**src/rtl/vader_pkg.sv**
```systemverilog
// Shared codes for the dictionary-attack controller: external state/LED codes,
// the internal FSM state enum and the mapping from internal to external view.
package vader_pkg;

  localparam logic [2:0] ST_WAIT    = 3'd0;
  localparam logic [2:0] ST_DECRYPT = 3'd1;
  localparam logic [2:0] ST_DICT    = 3'd2;
  localparam logic [2:0] ST_SUCCESS = 3'd3;
  localparam logic [2:0] ST_FAIL    = 3'd4;

  localparam logic [2:0] LED_WAIT = 3'b011;
  localparam logic [2:0] LED_OK   = 3'b010;
  localparam logic [2:0] LED_FAIL = 3'b001;
  localparam logic [2:0] LED_OFF  = 3'b000;

  typedef enum logic [3:0] {
    S_IDLE,
    S_RD_HASH,
    S_RD_KEY,
    S_RD_CT,
    S_DEC_REQ,
    S_DEC_WAIT,
    S_DICT_RD,
    S_ENC_REQ,
    S_ENC_WAIT,
    S_SUCCESS,
    S_FAIL
  } fsm_t;

  function automatic logic [2:0] ext_state(input fsm_t s);
    case (s)
      S_DEC_REQ, S_DEC_WAIT:            return ST_DECRYPT;
      S_DICT_RD, S_ENC_REQ, S_ENC_WAIT: return ST_DICT;
      S_SUCCESS:                        return ST_SUCCESS;
      S_FAIL:                           return ST_FAIL;
      default:                          return ST_WAIT;
    endcase
  endfunction

  function automatic logic [2:0] led_code(input logic [2:0] st);
    case (st)
      ST_WAIT:    return LED_WAIT;
      ST_SUCCESS: return LED_OK;
      ST_FAIL:    return LED_FAIL;
      default:    return LED_OFF;
    endcase
  endfunction

endpackage

```
**src/rtl/dict_attack_ctrl_if.sv**
```systemverilog
// BRAM read port and AES start/done handshake of the dictionary-attack controller.
// master = controller side, slave = memory / AES core side.
interface dict_attack_ctrl_if #(
  parameter int unsigned DATA_W = 128,
  parameter int unsigned ADDR_W = 8
) ();

  logic              mem_en;
  logic [ADDR_W-1:0] mem_addr;
  logic [DATA_W-1:0] mem_dout;
  logic              aes_start;
  logic              aes_decrypt;
  logic [DATA_W-1:0] aes_data;
  logic [DATA_W-1:0] aes_key;
  logic              aes_done;
  logic [DATA_W-1:0] aes_result;

  modport master (
    output mem_en, mem_addr, aes_start, aes_decrypt, aes_data, aes_key,
    input  mem_dout, aes_done, aes_result
  );

  modport slave (
    input  mem_en, mem_addr, aes_start, aes_decrypt, aes_data, aes_key,
    output mem_dout, aes_done, aes_result
  );

endinterface

```
**src/rtl/dict_attack_ctrl_bram_reader.sv**
```systemverilog
// Single-word BRAM read sequencer: latches the address on go, holds it until the
// data has had RD_LAT cycles to appear, and flags the capture cycle with done.
module bram_reader #(
  parameter int unsigned ADDR_W = 8,
  parameter int unsigned RD_LAT = 1
) (
  input  logic              clk,
  input  logic              reset,
  input  logic              go,
  input  logic [ADDR_W-1:0] addr,
  output logic              mem_en,
  output logic [ADDR_W-1:0] mem_addr,
  output logic              done
);

  localparam int CNT_W = $clog2(RD_LAT + 1);

  logic              en_reg;
  logic [ADDR_W-1:0] addr_reg;
  logic [CNT_W-1:0]  cnt_reg;

  always_ff @(posedge clk) begin
    if (reset) begin
      en_reg   <= 1'b0;
      addr_reg <= '0;
      cnt_reg  <= '0;
    end else if (go) begin
      en_reg   <= 1'b1;
      addr_reg <= addr;
      cnt_reg  <= CNT_W'(RD_LAT);
    end else if (en_reg) begin
      // Data is valid once the countdown reaches zero; release the port after that cycle.
      if (cnt_reg == '0) begin
        en_reg <= 1'b0;
      end else begin
        cnt_reg <= cnt_reg - CNT_W'(1);
      end
    end
  end

  assign mem_en   = en_reg;
  assign mem_addr = addr_reg;
  assign done     = en_reg && (cnt_reg == '0);

endmodule

```
**src/rtl/dict_attack_ctrl.sv**
```systemverilog
// Password-recovery controller: loads hash/key/ciphertext, tries one decrypt, then an
// encrypt-and-compare dictionary sweep. Define AES_TIMEOUT_EN to add the AES watchdog.
module dict_attack_ctrl
  import vader_pkg::*;
#(
  parameter int unsigned       DATA_W      = 128,
  parameter int unsigned       ADDR_W      = 8,
  parameter int unsigned       HASH_ADDR   = 0,
  parameter int unsigned       KEY_ADDR    = 1,
  parameter int unsigned       CT_ADDR     = 2,
  parameter int unsigned       DICT_START  = 3,
  parameter int unsigned       DICT_SIZE   = 4,
  parameter int unsigned       RD_LAT      = 1,
  parameter logic [DATA_W-1:0] KNOWN_PT    = "Discombobulateme",
  parameter int unsigned       TIMEOUT_CYC = 1024
) (
  input  logic                clk,
  input  logic                reset,
  input  logic                start,
  dict_attack_ctrl_if.master  bus,
  output logic [2:0]          state,
  output logic [2:0]          led,
  output logic [ADDR_W-1:0]   found_idx,
  output logic                timeout
);

  localparam int IDX_W = (DICT_SIZE == 0) ? 1 : $clog2(DICT_SIZE + 1);

  if ((64'(DICT_START) + 64'(DICT_SIZE)) > (64'd1 << ADDR_W)) begin : g_bad_dict
    $error("dictionary does not fit in the BRAM address space");
  end
  if (RD_LAT < 1) begin : g_bad_lat
    $error("RD_LAT must be at least 1");
  end
  if (TIMEOUT_CYC < 1) begin : g_bad_tmo
    $error("TIMEOUT_CYC must be at least 1");
  end

  fsm_t              fsm_reg;
  logic [2:0]        state_reg;
  logic [2:0]        led_reg;
  logic [ADDR_W-1:0] found_idx_reg;
  logic              timeout_reg;
  logic [IDX_W-1:0]  idx_reg;
  logic [DATA_W-1:0] hash_reg;
  logic [DATA_W-1:0] key_reg;
  logic [DATA_W-1:0] ct_reg;
  logic              aes_start_reg;
  logic              aes_decrypt_reg;
  logic [DATA_W-1:0] aes_data_reg;

  logic              rd_state;
  logic              rd_go;
  logic              rd_done;
  logic [ADDR_W-1:0] rd_addr;
  logic [IDX_W-1:0]  idx_inc;
  logic              tmo_hit;

  assign rd_state = (fsm_reg == S_RD_HASH) || (fsm_reg == S_RD_KEY) ||
                    (fsm_reg == S_RD_CT)   || (fsm_reg == S_DICT_RD);
  assign rd_go    = rd_state && !bus.mem_en;
  assign idx_inc  = idx_reg + IDX_W'(1);

  always_comb begin
    rd_addr = ADDR_W'(HASH_ADDR);
    case (fsm_reg)
      S_RD_KEY:  rd_addr = ADDR_W'(KEY_ADDR);
      S_RD_CT:   rd_addr = ADDR_W'(CT_ADDR);
      S_DICT_RD: rd_addr = ADDR_W'(DICT_START) + ADDR_W'(idx_reg);
      default:   ;
    endcase
  end

  bram_reader #(
    .ADDR_W (ADDR_W),
    .RD_LAT (RD_LAT)
  ) u_reader (
    .clk      (clk),
    .reset    (reset),
    .go       (rd_go),
    .addr     (rd_addr),
    .mem_en   (bus.mem_en),
    .mem_addr (bus.mem_addr),
    .done     (rd_done)
  );

`ifdef AES_TIMEOUT_EN
  localparam int TMO_W = $clog2(TIMEOUT_CYC + 1);

  logic [TMO_W-1:0] tmo_cnt_reg;
  logic             aes_wait;

  assign aes_wait = (fsm_reg == S_DEC_WAIT) || (fsm_reg == S_ENC_WAIT);

  // Cleared in the request cycle so it reads zero in the cycle aes_start is visible.
  always_ff @(posedge clk) begin
    if (reset) begin
      tmo_cnt_reg <= '0;
    end else if ((fsm_reg == S_DEC_REQ) || (fsm_reg == S_ENC_REQ)) begin
      tmo_cnt_reg <= '0;
    end else if (aes_wait) begin
      tmo_cnt_reg <= tmo_cnt_reg + TMO_W'(1);
    end
  end

  assign tmo_hit = aes_wait && (tmo_cnt_reg == TMO_W'(TIMEOUT_CYC - 1));
`else
  assign tmo_hit = 1'b0;
`endif

  // External state and LED are registered alongside the FSM so they change on the same edge.
  task automatic go_to(input fsm_t nxt);
    fsm_reg   <= nxt;
    state_reg <= ext_state(nxt);
    led_reg   <= led_code(ext_state(nxt));
  endtask

  always_ff @(posedge clk) begin
    if (reset) begin
      fsm_reg         <= S_IDLE;
      state_reg       <= ST_WAIT;
      led_reg         <= LED_OFF;
      found_idx_reg   <= '0;
      timeout_reg     <= 1'b0;
      idx_reg         <= '0;
      hash_reg        <= '0;
      key_reg         <= '0;
      ct_reg          <= '0;
      aes_start_reg   <= 1'b0;
      aes_decrypt_reg <= 1'b0;
      aes_data_reg    <= '0;
    end else begin
      aes_start_reg <= 1'b0;
      case (fsm_reg)
        S_IDLE, S_SUCCESS, S_FAIL: begin
          if (start) begin
            found_idx_reg <= '0;
            timeout_reg   <= 1'b0;
            go_to(S_RD_HASH);
          end else begin
            go_to(fsm_reg);
          end
        end
        S_RD_HASH: if (rd_done) begin
          hash_reg <= bus.mem_dout;
          go_to(S_RD_KEY);
        end
        S_RD_KEY: if (rd_done) begin
          key_reg <= bus.mem_dout;
          go_to(S_RD_CT);
        end
        S_RD_CT: if (rd_done) begin
          ct_reg <= bus.mem_dout;
          go_to(S_DEC_REQ);
        end
        S_DEC_REQ: begin
          aes_start_reg   <= 1'b1;
          aes_decrypt_reg <= 1'b1;
          aes_data_reg    <= ct_reg;
          go_to(S_DEC_WAIT);
        end
        S_DEC_WAIT: begin
          if (bus.aes_done) begin
            if (bus.aes_result == KNOWN_PT) begin
              found_idx_reg <= '1;
              go_to(S_SUCCESS);
            end else if (DICT_SIZE == 0) begin
              go_to(S_FAIL);
            end else begin
              idx_reg <= '0;
              go_to(S_DICT_RD);
            end
          end else if (tmo_hit) begin
            timeout_reg <= 1'b1;
            go_to(S_FAIL);
          end
        end
        // The dictionary word goes straight into the AES input register.
        S_DICT_RD: if (rd_done) begin
          aes_data_reg <= bus.mem_dout;
          go_to(S_ENC_REQ);
        end
        S_ENC_REQ: begin
          aes_start_reg   <= 1'b1;
          aes_decrypt_reg <= 1'b0;
          go_to(S_ENC_WAIT);
        end
        S_ENC_WAIT: begin
          if (bus.aes_done) begin
            if (bus.aes_result == hash_reg) begin
              found_idx_reg <= ADDR_W'(idx_reg);
              go_to(S_SUCCESS);
            end else if (idx_inc >= IDX_W'(DICT_SIZE)) begin
              go_to(S_FAIL);
            end else begin
              idx_reg <= idx_inc;
              go_to(S_DICT_RD);
            end
          end else if (tmo_hit) begin
            timeout_reg <= 1'b1;
            go_to(S_FAIL);
          end
        end
        default: go_to(S_IDLE);
      endcase
    end
  end

  assign bus.aes_start   = aes_start_reg;
  assign bus.aes_decrypt = aes_decrypt_reg;
  assign bus.aes_data    = aes_data_reg;
  assign bus.aes_key     = key_reg;

  assign state     = state_reg;
  assign led       = led_reg;
  assign found_idx = found_idx_reg;
  assign timeout   = timeout_reg;

endmodule

```
**src/flat_wrapper.sv**
```systemverilog
// flat-port wrapper written by rule: the top's interface ports become plain ports
module dict_attack_ctrl_flat import vader_pkg::*;
#(
  parameter int unsigned       DATA_W      = 128,
  parameter int unsigned       ADDR_W      = 8,
  parameter int unsigned       HASH_ADDR   = 0,
  parameter int unsigned       KEY_ADDR    = 1,
  parameter int unsigned       CT_ADDR     = 2,
  parameter int unsigned       DICT_START  = 3,
  parameter int unsigned       DICT_SIZE   = 4,
  parameter int unsigned       RD_LAT      = 1,
  parameter logic [DATA_W-1:0] KNOWN_PT    = "                ",
  parameter int unsigned       TIMEOUT_CYC = 1024
)
  (clk, reset, start, state, led, found_idx, timeout, bus_mem_en, bus_mem_addr, bus_aes_start, bus_aes_decrypt, bus_aes_data, bus_aes_key, bus_mem_dout, bus_aes_done, bus_aes_result);
  dict_attack_ctrl_if #(.DATA_W(DATA_W), .ADDR_W(ADDR_W)) bus_i ();
  input  logic clk;
  input  logic reset;
  input  logic start;
  output logic [2:0] state;
  output logic [2:0] led;
  output logic [ADDR_W-1:0] found_idx;
  output logic timeout;
  output wire logic [$bits(bus_i.mem_en)-1:0] bus_mem_en;
  output wire logic [$bits(bus_i.mem_addr)-1:0] bus_mem_addr;
  output wire logic [$bits(bus_i.aes_start)-1:0] bus_aes_start;
  output wire logic [$bits(bus_i.aes_decrypt)-1:0] bus_aes_decrypt;
  output wire logic [$bits(bus_i.aes_data)-1:0] bus_aes_data;
  output wire logic [$bits(bus_i.aes_key)-1:0] bus_aes_key;
  input wire logic [$bits(bus_i.mem_dout)-1:0] bus_mem_dout;
  input wire logic [$bits(bus_i.aes_done)-1:0] bus_aes_done;
  input wire logic [$bits(bus_i.aes_result)-1:0] bus_aes_result;
  assign bus_mem_en = bus_i.mem_en;
  assign bus_mem_addr = bus_i.mem_addr;
  assign bus_aes_start = bus_i.aes_start;
  assign bus_aes_decrypt = bus_i.aes_decrypt;
  assign bus_aes_data = bus_i.aes_data;
  assign bus_aes_key = bus_i.aes_key;
  assign bus_i.mem_dout = bus_mem_dout;
  assign bus_i.aes_done = bus_aes_done;
  assign bus_i.aes_result = bus_aes_result;
  dict_attack_ctrl #(.DATA_W(DATA_W), .ADDR_W(ADDR_W), .HASH_ADDR(HASH_ADDR), .KEY_ADDR(KEY_ADDR), .CT_ADDR(CT_ADDR), .DICT_START(DICT_START), .DICT_SIZE(DICT_SIZE), .RD_LAT(RD_LAT), .KNOWN_PT(KNOWN_PT), .TIMEOUT_CYC(TIMEOUT_CYC)) u_core (.clk(clk), .reset(reset), .start(start), .bus(bus_i), .state(state), .led(led), .found_idx(found_idx), .timeout(timeout));
endmodule
```
**config.mk**
```make
export PLATFORM = sky130hd
export DESIGN_NAME = dict_attack_ctrl_flat
export DESIGN_NICKNAME = d
export VERILOG_FILES = /design/src/rtl/vader_pkg.sv /design/src/rtl/dict_attack_ctrl_if.sv /design/src/rtl/dict_attack_ctrl_bram_reader.sv /design/src/rtl/dict_attack_ctrl.sv /design/src/flat_wrapper.sv
export SDC_FILE = /design/constraint.sdc
export NUM_CORES = 1
export LEC_CHECK = 0
export CORE_UTILIZATION = 45
export CTS_CLUSTER_SIZE = 30
export DETAILED_ROUTE_END_ITERATION = 6
export HOLD_SLACK_MARGIN = 0.06
export PLACE_DENSITY = 0.73
export SYNTH_ARGS = -nofsm -noshare
export SYNTH_HDL_FRONTEND = slang
export SYNTH_SLANG_ARGS = --single-unit
```
**constraint.sdc**
```tcl
create_clock -name clk -period 2.1 [get_ports clk]
set_clock_uncertainty 0.15 [all_clocks]
set_input_delay 0.21 -clock clk [delete_from_list [all_inputs] [get_ports clk]]
set_output_delay 0.21 -clock clk [all_outputs]
set_load 0.1 [all_outputs]
```
==> results.cfg <==
[synthesis]
syn_area_sq_um = 21800
yosysWarnings = 0
yosys.area_share.simple_pct = 20.3
ys_ff_latch = 536
syn_avg_cell_area_sq_um = 8.24
synthAdderAreaFrac_pct = 0.115
synth_area_leader_cell = dfxtp_1
netlist-cell-type-count = 60
synth_compound_area_share_pct = 15.1
synthFlopType = dfxtp_1
synthArstFlopShare_pct = 0
synth_enable_flop_cells = 0
synth_top_family_by_area = simple AND/OR/NAND/NOR gates
synthMuxAreaShare_pct = 6.06
yosysSeqAreaShare_pct = 49.2
yosys-top-cells-area = dfxtp_1, nand2_1, a21oi_1
syn_inst = 2649
synth_xor_area_share_pct = 5.26
synth_top_area_share_pct = 49.2

[cts]
htree_levels = 2
clk_pin_slew_ns = 0.06
insertion_delay_ns = 0.61
clk_path_buf_depth = 3
numCtsBuffers = 56
root_buffer = clkbuf_16
cts_sinks = 536
cts_tree = built

[floorplan]
fp.dieW_um = 222
initial_core_util_pct = 45.7
placementRows = 80
num_io_pins = 542
fp.coreArea_sq_um = 47700
fp.dieH_um = 222
dieArea_sq_um = 49400

[setup_path]
cp.required_ns = 2.44
cp-start-kind = register
critPathMaxFanout = 6
reg2reg_depth = 8
cp.arrival_ns = 2.93
worstSetupEndpointType = register
path_class = register to register

[routing]
drt_iter0_markers = 1916
drt-pass1-iter-count = 5
antenna_left = 0
vias = 22500
wl_mm = 91.3
routedWlPerCell_um = 22.7
drc = 0
via_per_inst = 5.59

[grt]
grtUsageMet2_pct = 55.5
busiest_layer = met2
grt_usage_pct = 32.7
grt_pass1_wl_mm = 125
grt_max_degree = 149
grt_pass1_vias = 20900
met3_usage_pct = 7.38
grt-ovfl-total = 0
met1_usage_pct = 40.7
grt_antenna_before_repair = 17

[power_and_ir_drop]
irDropWorstVdd_mv = 0.947
p_leak_nw = 11.6
power.share.clock_pct = 28.0
intPower_mw = 22.5
seq_power_share_pct = 31.3
netSwitchingFraction_pct = 41.4
finalPower_mw = 38.4
switchingPower_mw = 15.9
combPwrFrac_pct = 40.7
p_per_area_nw_per_um2 = 1160

[worst_hold_path]
hp-class = input pin to register
min_path_cells = 3

[sta]
finalHoldViolations = 0
fin_ws_ns = -0.488
slew_viol_final = 0
grt_setup_unrepaired = yes
fin_crit_ns = 2.59
final-setup-viol-count = 128
tightest_slew_ns = 0.764
max_freq_mhz = 386
slew-limit-headroom_pct = 49.1
setup_tns_ns = -13.91
finalCritPeriodShare_pct = 123

[final_layout]
fin_util_pct = 69.2
finalInstanceArea_sq_um = 33000
nFillCells = 3675
nets = 3608
area_growth_pct = 51.3
layout-drive-gt1-share_pct = 27.0

[status]
violations = negative setup slack
outcome = finished, violations left

[place]
place_congestion = 0.971
dpl_cell_area_sq_um = 28800
place_hpwl_mm = 61.4
port_buffers = 535
dpl_worst_slack_ns = -1.10

[job]
drv_cap = 0
==> routing by layer <==
| layer | up-vias | share of wire (%) | wire (um) |
|---|---|---|---|
| met5 | - | 0.071 | 65 |
| li1 | 10400 | - | - |
| met2 | 913 | 48 | 43900 |
| met1 | 11000 | 40 | 37000 |
| met4 | 10 | 3.9 | 3560 |
| met3 | 200 | 7.5 | 6830 |
==> placed cells by master, fill, tap and decap left out, drive strengths merged, types with 3 or more instances in the layout <==
master,count
a21oi,407
mux2i,131
xnor2,131
buf,564
nor2b,4
inv,7
diode,15
nand2b,6
nor3,5
clkinv,8
clkinvlp,5
o21ai,7
nand4,43
dlygate4sd2,8
nand2,781
conb,6
nor2,152
or3,3
clkdlybuf4s50,250
clkbuf,94
a211oi,133
dfxtp,536
bufinv,9
nor3b,4
and3,6
nand3,6
nor4,30
nor4b,15
==> final timing paths <==
kind / from / end / slack [ns]
worst max-delay path: u_core.hash_reg[107] / u_core.led[0] / -0.49
worst min-delay path: bus_mem_dout[27] / u_core.hash_reg[27] / 0.11
worst max register to register: u_core.hash_reg[107] / u_core.led[0] / -0.49
worst min register to register: u_core.bus.aes_key[92] / u_core.bus.aes_key[92] / 0.30
==> worst max-delay path, cell delays in order (launching register included) <==
cell and delay [ns]:
dfxtp_1 0.33, xnor2_1 0.20, buf_4 0.14, nand4_1 0.27
nor4_2 0.44, nand4_1 0.27, o21ai_4 0.31, nor2_2 0.08
o311a_1 0.29
==> final cells by class <==
class                           count  area, sq um  share of cell area [%]
Sequential cell                   536        10700                    32.5
Tap cell                          615          769                    2.33
Multi-Input combinational cell   1906        11400                    34.6
Clock inverter                     23          360                    1.09
Clock buffer                       77         1620                    4.91
Timing Repair Buffer              840         8060                    24.4
Inverter                            6         22.5                  0.0682
Antenna cell                       15         37.5                   0.114
==> power by group through the flow <==
| stage | clock (mW) | combinational, mW | sequential [mW] |
|---|---|---|---|
| 6_report | 10.7 | 15.6 | 12.0 |
| 5_1_grt | 11.2 | 16.2 | 12.1 |
| 4_1_cts | 10.8 | 14.7 | 12.0 |
| 3_5_place_dp | 0 | 14.3 | 12.2 |
| 3_3_place_gp | 0 | 14.2 | 12.1 |
| 2_1_floorplan | 0 | 3.59 | 18.2 |
==> repair_timing <==
action | 4_1_cts | 5_1_grt
endpoints found under the hold margin | 77 | 0
hold buffers | 1 | 0
gates resized for setup | 67 | 266
buffers inserted | 4 | 19
endpoints found under the setup margin | 391 | 397
gates cloned | 4 | 23
pin swaps | 32 | 129
==> logic make-up after synthesis <==
kind of cell / Yosys count
buffers and inverters: 213
AOI/OAI and AO/OA: 570
other: 1
and+or+nand+nor: 1064
muxes: 132
xor gates and xnor gates: 131
adders and majority gates: 2
DFF: 536
==> metrics by stage <==
step / std cells / hold WS, ns
after floorplan: 2654 / 0.196
after global placement: 3853 / 0.291
after detailed placement: 3853 / 0.296
after CTS: 3962 / 0.0844
after global routing: 4011 / 0.114
final: 4018 / 0.114
==> cell usage after synthesis, types with 3 or more instances <==
| cell | number |
|---|---|
| inv_1 | 6 |
| dfxtp_1 | 536 |
| buf_4 | 11 |
| nor4_1 | 27 |
| clkbuf_1 | 164 |
| nor4b_2 | 4 |
| a211oi_1 | 133 |
| nor3_1 | 5 |
| nand2b_1 | 6 |
| nor2_1 | 151 |
| xnor2_1 | 131 |
| and3_1 | 4 |
| buf_1 | 13 |
| nor3b_1 | 4 |
| nor2b_1 | 3 |
| mux2i_1 | 131 |
| nor4b_1 | 11 |
| nand3_1 | 6 |
| buf_2 | 18 |
| nand2_1 | 781 |
| nand4_1 | 43 |
| a21oi_1 | 407 |
| o21ai_0 | 5 |
No activity file was read; power rests on OpenSTA's default activity.
